`config.mk`:
```
export PLATFORM = sky130hd
export DESIGN_NAME = i2s_transmitter
export DESIGN_NICKNAME = d
export VERILOG_FILES = /design/src/rtl/i2s_transmitter.sv
export SDC_FILE = /design/constraint.sdc
export NUM_CORES = 1
export LEC_CHECK = 0
export ABC_AREA = 1
export CORE_UTILIZATION = 45
export CTS_CLUSTER_SIZE = 14
export DETAILED_ROUTE_END_ITERATION = 7
export PLACE_DENSITY = 0.65
export SYNTH_ARGS = -nofsm -noshare
export SYNTH_HDL_FRONTEND = slang
export SYNTH_SLANG_ARGS = --single-unit
```
`constraint.sdc`:
```
create_clock -name clk_i -period 2.9 [get_ports clk_i]
set_input_delay 0.58 -clock clk_i [delete_from_list [all_inputs] [get_ports clk_i]]
set_output_delay 0.58 -clock clk_i [all_outputs]
set_load 0.02 [all_outputs]
```
`src/rtl/i2s_transmitter.sv`:
```
// ---------------------------------------------------------------------------
// i2s_transmitter
//
// Mono I2S / left-justified serial transmitter slaved to an external bit
// clock and word select. A single sample register feeds both the left and
// right slot of each frame. bclk and lrclk are sampled in the clk_i domain,
// so all serial timing is derived from synchronized edge detects.
//
// Parameters
//   DATA_WIDTH  sample width in bits (1..32)
//   I2S_FORMAT  "True" = Philips I2S (MSB one bclk after the lrclk edge),
//               anything else = left-justified (MSB on the lrclk edge)
//
// Ports
//   clk_i       system clock
//   arst_i      asynchronous active-high reset
//   bclk_i      external bit clock (asynchronous)
//   lrclk_i     external word select, 0 = left, 1 = right (asynchronous)
//   sdata_o     registered serial data to the DAC
//   data_i      two's complement sample
//   data_val_i  one-cycle strobe qualifying data_i
//   underrun_o  one-cycle pulse: a frame began without a fresh sample
//   overrun_o   one-cycle pulse: a held sample was overwritten unsent
// ---------------------------------------------------------------------------
module i2s_transmitter #(
    parameter int DATA_WIDTH = 16,
    parameter     I2S_FORMAT = "True"
) (
    input  logic                  clk_i,
    input  logic                  arst_i,
    input  logic                  bclk_i,
    input  logic                  lrclk_i,
    output logic                  sdata_o,
    input  logic [DATA_WIDTH-1:0] data_i,
    input  logic                  data_val_i,
    output logic                  underrun_o,
    output logic                  overrun_o
);

    localparam logic       IS_I2S    = (I2S_FORMAT == "True");
    localparam int         PAD_BITS  = 32 - DATA_WIDTH;
    localparam logic [5:0] SLOT_BITS = 6'd32;

    typedef enum logic [1:0] {
        ST_IDLE  = 2'd0,
        ST_LEFT  = 2'd1,
        ST_RIGHT = 2'd2
    } state_t;

    state_t                r_state;
    state_t                w_state_next;
    logic [2:0]            r_bclk_sync;
    logic [2:0]            r_lr_sync;
    logic                  w_bclk_fall;
    logic                  w_lr_fall;
    logic                  w_lr_rise;
    logic                  w_frame_start;
    logic                  w_slot_start;
    logic [DATA_WIDTH-1:0] r_hold;
    logic                  r_hold_full;
    logic [DATA_WIDTH-1:0] r_frame;
    logic [DATA_WIDTH-1:0] w_frame_next;
    logic [31:0]           w_slot_word;
    logic [31:0]           r_shift;
    logic [5:0]            r_bit_cnt;
    logic                  r_sdata;
    logic                  r_underrun;
    logic                  r_overrun;

    // Two metastability stages plus one history stage per external clock.
    always_ff @(posedge clk_i or posedge arst_i) begin
        if (arst_i) begin
            r_bclk_sync <= 3'b000;
            r_lr_sync   <= 3'b000;
        end else begin
            r_bclk_sync <= {r_bclk_sync[1:0], bclk_i};
            r_lr_sync   <= {r_lr_sync[1:0], lrclk_i};
        end
    end

    // Edges are taken between the last two stages so bclk and lrclk see
    // identical latency.
    assign w_bclk_fall = r_bclk_sync[2] & ~r_bclk_sync[1];
    assign w_lr_fall   = r_lr_sync[2]   & ~r_lr_sync[1];
    assign w_lr_rise   = ~r_lr_sync[2]  &  r_lr_sync[1];

    // Slot state register.
    always_ff @(posedge clk_i or posedge arst_i) begin
        if (arst_i) begin
            r_state <= ST_IDLE;
        end else begin
            r_state <= w_state_next;
        end
    end

    // Slot sequencing; a word-select edge of the wrong polarity is ignored.
    always_comb begin
        w_state_next  = r_state;
        w_frame_start = 1'b0;
        w_slot_start  = 1'b0;
        case (r_state)
            ST_IDLE: begin
                if (w_lr_fall) begin
                    w_state_next  = ST_LEFT;
                    w_frame_start = 1'b1;
                    w_slot_start  = 1'b1;
                end else begin
                    w_state_next  = ST_IDLE;
                end
            end
            ST_LEFT: begin
                if (w_lr_rise) begin
                    w_state_next  = ST_RIGHT;
                    w_slot_start  = 1'b1;
                end else begin
                    w_state_next  = ST_LEFT;
                end
            end
            ST_RIGHT: begin
                if (w_lr_fall) begin
                    w_state_next  = ST_LEFT;
                    w_frame_start = 1'b1;
                    w_slot_start  = 1'b1;
                end else begin
                    w_state_next  = ST_RIGHT;
                end
            end
            default: begin
                w_state_next = ST_IDLE;
            end
        endcase
    end

    // The frame load sees the holding register as it was before any strobe
    // in the same cycle; an empty holding register repeats the last sample.
    assign w_frame_next = (w_frame_start && r_hold_full) ? r_hold : r_frame;

    // Sample left-aligned in the 32-bit slot, zero padded below.
    assign w_slot_word = 32'(w_frame_next) << PAD_BITS;

    // Holding register, frame sample and status pulses.
    always_ff @(posedge clk_i or posedge arst_i) begin
        if (arst_i) begin
            r_hold      <= '0;
            r_hold_full <= 1'b0;
            r_frame     <= '0;
            r_underrun  <= 1'b0;
            r_overrun   <= 1'b0;
        end else begin
            r_frame    <= w_frame_next;
            r_underrun <= w_frame_start & ~r_hold_full;
            // A strobe landing on a frame start is not an overrun: the old
            // content is consumed by the frame in that same cycle.
            r_overrun  <= data_val_i & r_hold_full & ~w_frame_start;
            if (data_val_i) begin
                r_hold      <= data_i;
                r_hold_full <= 1'b1;
            end else if (w_frame_start) begin
                r_hold_full <= 1'b0;
            end
        end
    end

    // Serializer. r_bit_cnt counts bits already driven in the current slot;
    // left-justified drives the MSB in the edge cycle itself, so it starts
    // at one, while I2S holds the previous bit until the next bclk fall.
    always_ff @(posedge clk_i or posedge arst_i) begin
        if (arst_i) begin
            r_shift   <= 32'd0;
            r_bit_cnt <= 6'd0;
            r_sdata   <= 1'b0;
        end else if (w_slot_start) begin
            if (IS_I2S) begin
                r_shift   <= w_slot_word;
                r_bit_cnt <= 6'd0;
            end else begin
                r_shift   <= {w_slot_word[30:0], 1'b0};
                r_bit_cnt <= 6'd1;
                r_sdata   <= w_slot_word[31];
            end
        end else if (r_state == ST_IDLE) begin
            r_bit_cnt <= 6'd0;
            r_sdata   <= 1'b0;
        end else if (w_bclk_fall) begin
            if (r_bit_cnt < SLOT_BITS) begin
                r_sdata   <= r_shift[31];
                r_shift   <= {r_shift[30:0], 1'b0};
                r_bit_cnt <= r_bit_cnt + 6'd1;
            end else begin
                r_sdata   <= 1'b0;
            end
        end
    end

    assign sdata_o    = r_sdata;
    assign underrun_o = r_underrun;
    assign overrun_o  = r_overrun;

endmodule

```
# Word level (Yosys, flattened, before mapping)
# Cells that the tools add are included.
# W data, S select, Z words.
[word_totals]
register_bits = 82
latch_bits = 0
ramBits = 0
mem_bits_ro = 0
out_inout_bits = 3
mem_count = 0
[classes]
add_sub_neg = 1
mul = 0
div = 0
magnitude_cmp = 1
eq_ne = 3
n_shift = 0
n_mux = 22
n_bitwise = 12
n_reduce_logical = 12
[ops]
columns = ["operator", "n"]
rows = [
  ["$mux W32", 4],
  ["$mux W6", 4],
  ["$mux W16", 1],
  ["$mux W1", 9],
  ["$reduce_bool A2 Y1", 4],
  ["$add A6 B1 Y6 const B", 1],
  ["$and A1 B1 Y1", 6],
  ["$lt A6 B6 Y1 const B", 1],
  ["$not A1 Y1", 6],
  ["$pmux W2 S3", 1],
  ["$reduce_bool A3 Y1", 2],
  ["$mux W2", 2],
  ["$reduce_and A2 Y1", 2],
  ["$reduce_and A3 Y1", 1],
  ["$eq A2 B1 Y1 const B", 1],
  ["$eq A2 B2 Y1 const B", 1],
  ["$logic_not A2 Y1", 1],
  ["$ne A2 B2 Y1 const B", 1],
  ["$pmux W1 S2", 1],
  ["$reduce_or A2 Y1", 1],
  ["$logic_and A1 B1 Y1", 1],
]

# Longest topological paths before layout
[depth]
depth_word = 7
ltp_mapped = 8
ltp_nobuf = 8

# Worst setup path after synthesis
# OpenSTA, ideal clock, no wires.
[synth_path]
path_type = "input-to-reg"
start = "input data_val_i"
end = "register r_hold[1]"
arrival_ns = 1.151
required_ns = 2.775
slack_ns = 1.624
path_stages = 2
path_cell_list = "clkbuf_1 -> mux2_2"
[synth_rtl]
columns = ["element", "line", "text"]
rows = [
  ["start, declared", "35", "input logic data_val_i,"],
  ["end signal, assigned", "156", "r_hold <= data_i;"],
  ["end, declared", "59", "logic [DATA_WIDTH-1:0] r_hold;"],
]
# No word-level cell between the ends.

# Worst setup path in the final report
[layout_path]
start = "register r_sdata, in the netlist sdata_o"
end = "output sdata_o"
[layout_rtl]
columns = ["element", "line", "text"]
rows = [
  ["start, declared", "66", "logic r_sdata;"],
  ["start signal, assigned", "179", "r_sdata <= w_slot_word[31];"],
  ["start signal, assigned", "186", "r_sdata <= r_shift[31];"],
  ["end, declared", "33", "output logic sdata_o,"],
]
# No word-level cell between the ends.

==> run_results.csv <==
group,metric,value,unit
clock_network,cts.root.buffer_cell,"clkbuf_8",
critical_path,crit_type,"flip-flop to primary output",
clock_network,cts.reportedPaths.clkPinSlew,70,ps
sta,grt_setup_unrepaired,"no",
route,viasPerCell,4.95,
synthesis,yosysUniqueCellTypes,26,
global_route,grt_pass1_vias,2011,
layout,layout.nets,368,
clock_network,post_cts_buffers,0,
placement,portBuffers,23,
route,wl,5320,um
layout,nFillCells,559,
clock_network,cts_tree,"built",
clock_network,numCtsBuffers,9,
flow_run,drv_cap,0,
route,drcViolationCount,0,
global_route,grtUsageMet2,0.278,
critical_path,max_stage_delay,610,ps
critical_path,crit_chain,"clkdlybuf4s50_1",
synthesis,ys_seq_area_frac,0.567,
critical_path,crit_buf_inv,1,
sta,fin_crit,1890,ps
global_route,grt_pass1_wl,9310,um
clock_network,htree_levels,3,
run_status,status,"finished, final reports clean",
global_route,busiest_layer,"met2",
placement,place_congestion,0.722,
critical_path,endpoint_kind,"primary output",
critical_path,start_kind,"flip-flop",
clock_network,clock_sinks,66,
layout,multi_input_area,1000,um2
layout,instances_no_fill,426,
sta,hold_viol,0,
critical_path,slowest_stage,"clkdlybuf4s50_1",
floorplan,die_w,82.5,um
route,drtPass1Iterations,4,
global_route,grt-ovfl-total,0,
floorplan,die_y,82.5,um
synthesis,ys_seq_elements,66,
critical_path,cp_data_arrival_time,1310,ps
global_route,antenna_found_initial,0,
critical_path,crit_family,"buffers and inverters",
synthesis,synth_area_per_cell,9.05,um2
layout,regArea,1650,um2
synthesis,synthesis.area,2910,um2
floorplan,core,6100,um2
sta,tightest_slew,620,ps
critical_path,cp.required,2320,ps
synthesis,synthTopCellsByArea,"dfrtp_1 57%, nand3_1 12%, nand2_1 7.3%, inv_1 5.4%, and2_1 2.8%",
floorplan,start_util,0.478,
floorplan,die_area,6800,um2
worst_hold_path,hp-class,"flip-flop to flip-flop",
placement,hpwl,3550,um
power_and_ir_drop,ir_drop,408,uV
global_route,gr-usage-met3,0.0593,
global_route,grt_util_met1,0.260,
sta,post-route-period-util,0.653,
route,vias,2110,
synthesis,synth_nets,344,
synthesis,yosysTopAreaCellShare,0.567,
sta,finalMaxSlewViolations,0,
synthesis,ys.warnings.count,0,
global_route,track_usage,0.188,
floorplan,num_rows,28,
floorplan,ios,24,
global_route,grt_max_degree,42,
sta,fmax,528,MHz
clock_network,ctsHoldBuffers,0,
critical_path,crit_fanout,2,
power_and_ir_drop,p_leak,1.64,nW
synthesis,yosys.area.top_type,"dfrtp_1",
sta,relSlewSlack,0.585,
route,drt_iter0_markers,100,
placement,place_inst,410,
route,wl_per_cell,12.5,um
route,ant_nets,0,
sta,setup_slack,1010,ps
clock_network,cts.path.max_buffers,2,
layout,drive_gt1_frac,0.103,
placement,place_worst_setup_slack,1110,ps
synthesis,syn_inst,322,
layout,diodes,0,
clock_network,clock_latency,340,ps
sta,setup-tns-final,0,ps
layout,syn_to_final_growth,15.9,%
power_and_ir_drop,power_density,788,nW/um2
sta,setup_viol,0,
clock_network,cts_resized,0,
sta,fin_skew,5.22,ps
==> cell usage after synthesis <==
master and number:
ha_1 1, nor2_2 2, nand3_2 1, o21bai_1 1, o21ai_1 3, mux2_2 3, inv_2 3, nand4_1 4
nor3_2 1, nor2_1 13, clkbuf_1 3, buf_2 4, nand3_4 1, and2_1 13, xor2_1 1, a21oi_1 4
o21ai_0 16, nand3_1 70, buf_4 2, nand2_2 4, inv_1 42, buf_6 4, o31ai_1 1, nand2_1 57
dfrtp_1 66, nor2_4 2
==> through the flow <==
| step | hold WS (ps) | total power [mW] | instance area, um2 | util |
|---|---|---|---|---|
| 2_1_floorplan | 331 | 1.78 | 2910 | - |
| 3_3_place_gp | 332 | 1.90 | 3180 | 0.522 |
| 3_5_place_dp | 337 | 1.92 | 3180 | 0.522 |
| 4_1_cts | 354 | 2.69 | 3380 | 0.554 |
| 5_1_grt | 362 | 2.85 | 3380 | 0.554 |
| 6_report | 351 | 2.66 | 3380 | 0.554 |
==> area by class of cell <==
class                      count  area share
sequential                    66       0.489
multi-input combinational    198       0.297
timing repair buffer          26      0.0785
inverter                      45      0.0500
clock buffer                  11      0.0419
tap                           75      0.0278
clock inverter                 5      0.0159
==> flip-flops by register name, indices dropped and copies added, names as in the netlist, 2 cells and up <==
signal	flops
r_shift	16
r_lr_sync	3
r_state	2
r_hold	16
r_bclk_sync	3
r_bit_cnt	6
r_frame	16
==> routing by layer <==
| metal | up-vias | share of wire |
|---|---|---|
| li1 | 1074 | - |
| met2 | 44 | 0.44 |
| met1 | 984 | 0.51 |
| met4 | 0 | 0.017 |
| met5 | - | 0 |
| met3 | 8 | 0.032 |
==> power by group <==
part,switching (mW),internal [mW]
Sequential,0.109,1.17
Clock,0.340,0.418
Combinational,0.373,0.252
==> placed cells by master, fill, tap and decap left out, types with 2 or more instances in the layout <==
cell / synthesis / final
a21oi_1: 4 / 4
and2_1: 13 / 13
buf_4: 2 / 2
clkbuf_8: 0 / 10
clkdlybuf4s50_1: 0 / 23
clkinv_2: 0 / 3
dfrtp_1: 66 / 66
inv_1: 42 / 41
inv_2: 3 / 4
mux2_2: 3 / 3
nand2_1: 57 / 57
nand2_2: 4 / 4
nand3_1: 70 / 70
nand4_1: 4 / 4
nor2_1: 13 / 13
nor2_2: 2 / 2
nor2_4: 2 / 2
o21ai_0: 16 / 16
o21ai_1: 3 / 3
==> cell families (layout without fill, tap and decap cells) <==
kind of cell,Yosys count,after routing,synth area share
AND/OR/NAND/NOR,168,168,0.280
flip-flops,66,66,0.567
buffers and inverters,58,87,0.0893
AO/OA/AOI/OAI,25,25,0.0447
multiplexers,3,3,0.0116
adder cells (fa/ha/maj),1,1,0.00429
XOR/XNOR,1,1,0.00301
==> worst paths after layout <==
| check | endpoint | slack [ps] | startpoint | cells past startpoint |
|---|---|---|---|---|
| max reg2reg | r_shift[24] | 1200 | r_lr_sync[1] | 6 |
| min in group asynchronous | r_bit_cnt[4] | 610 | arst_i | 2 |
| max in group asynchronous | r_shift[23] | 1680 | arst_i | 3 |
| min | r_bclk_sync[1] | 350 | r_bclk_sync[0] | 0 |
| max | sdata_o | 1010 | sdata_o | 1 |
| min reg2reg | r_bclk_sync[1] | 350 | r_bclk_sync[0] | 0 |
Note: power is estimated with default switching activity, not from simulation.
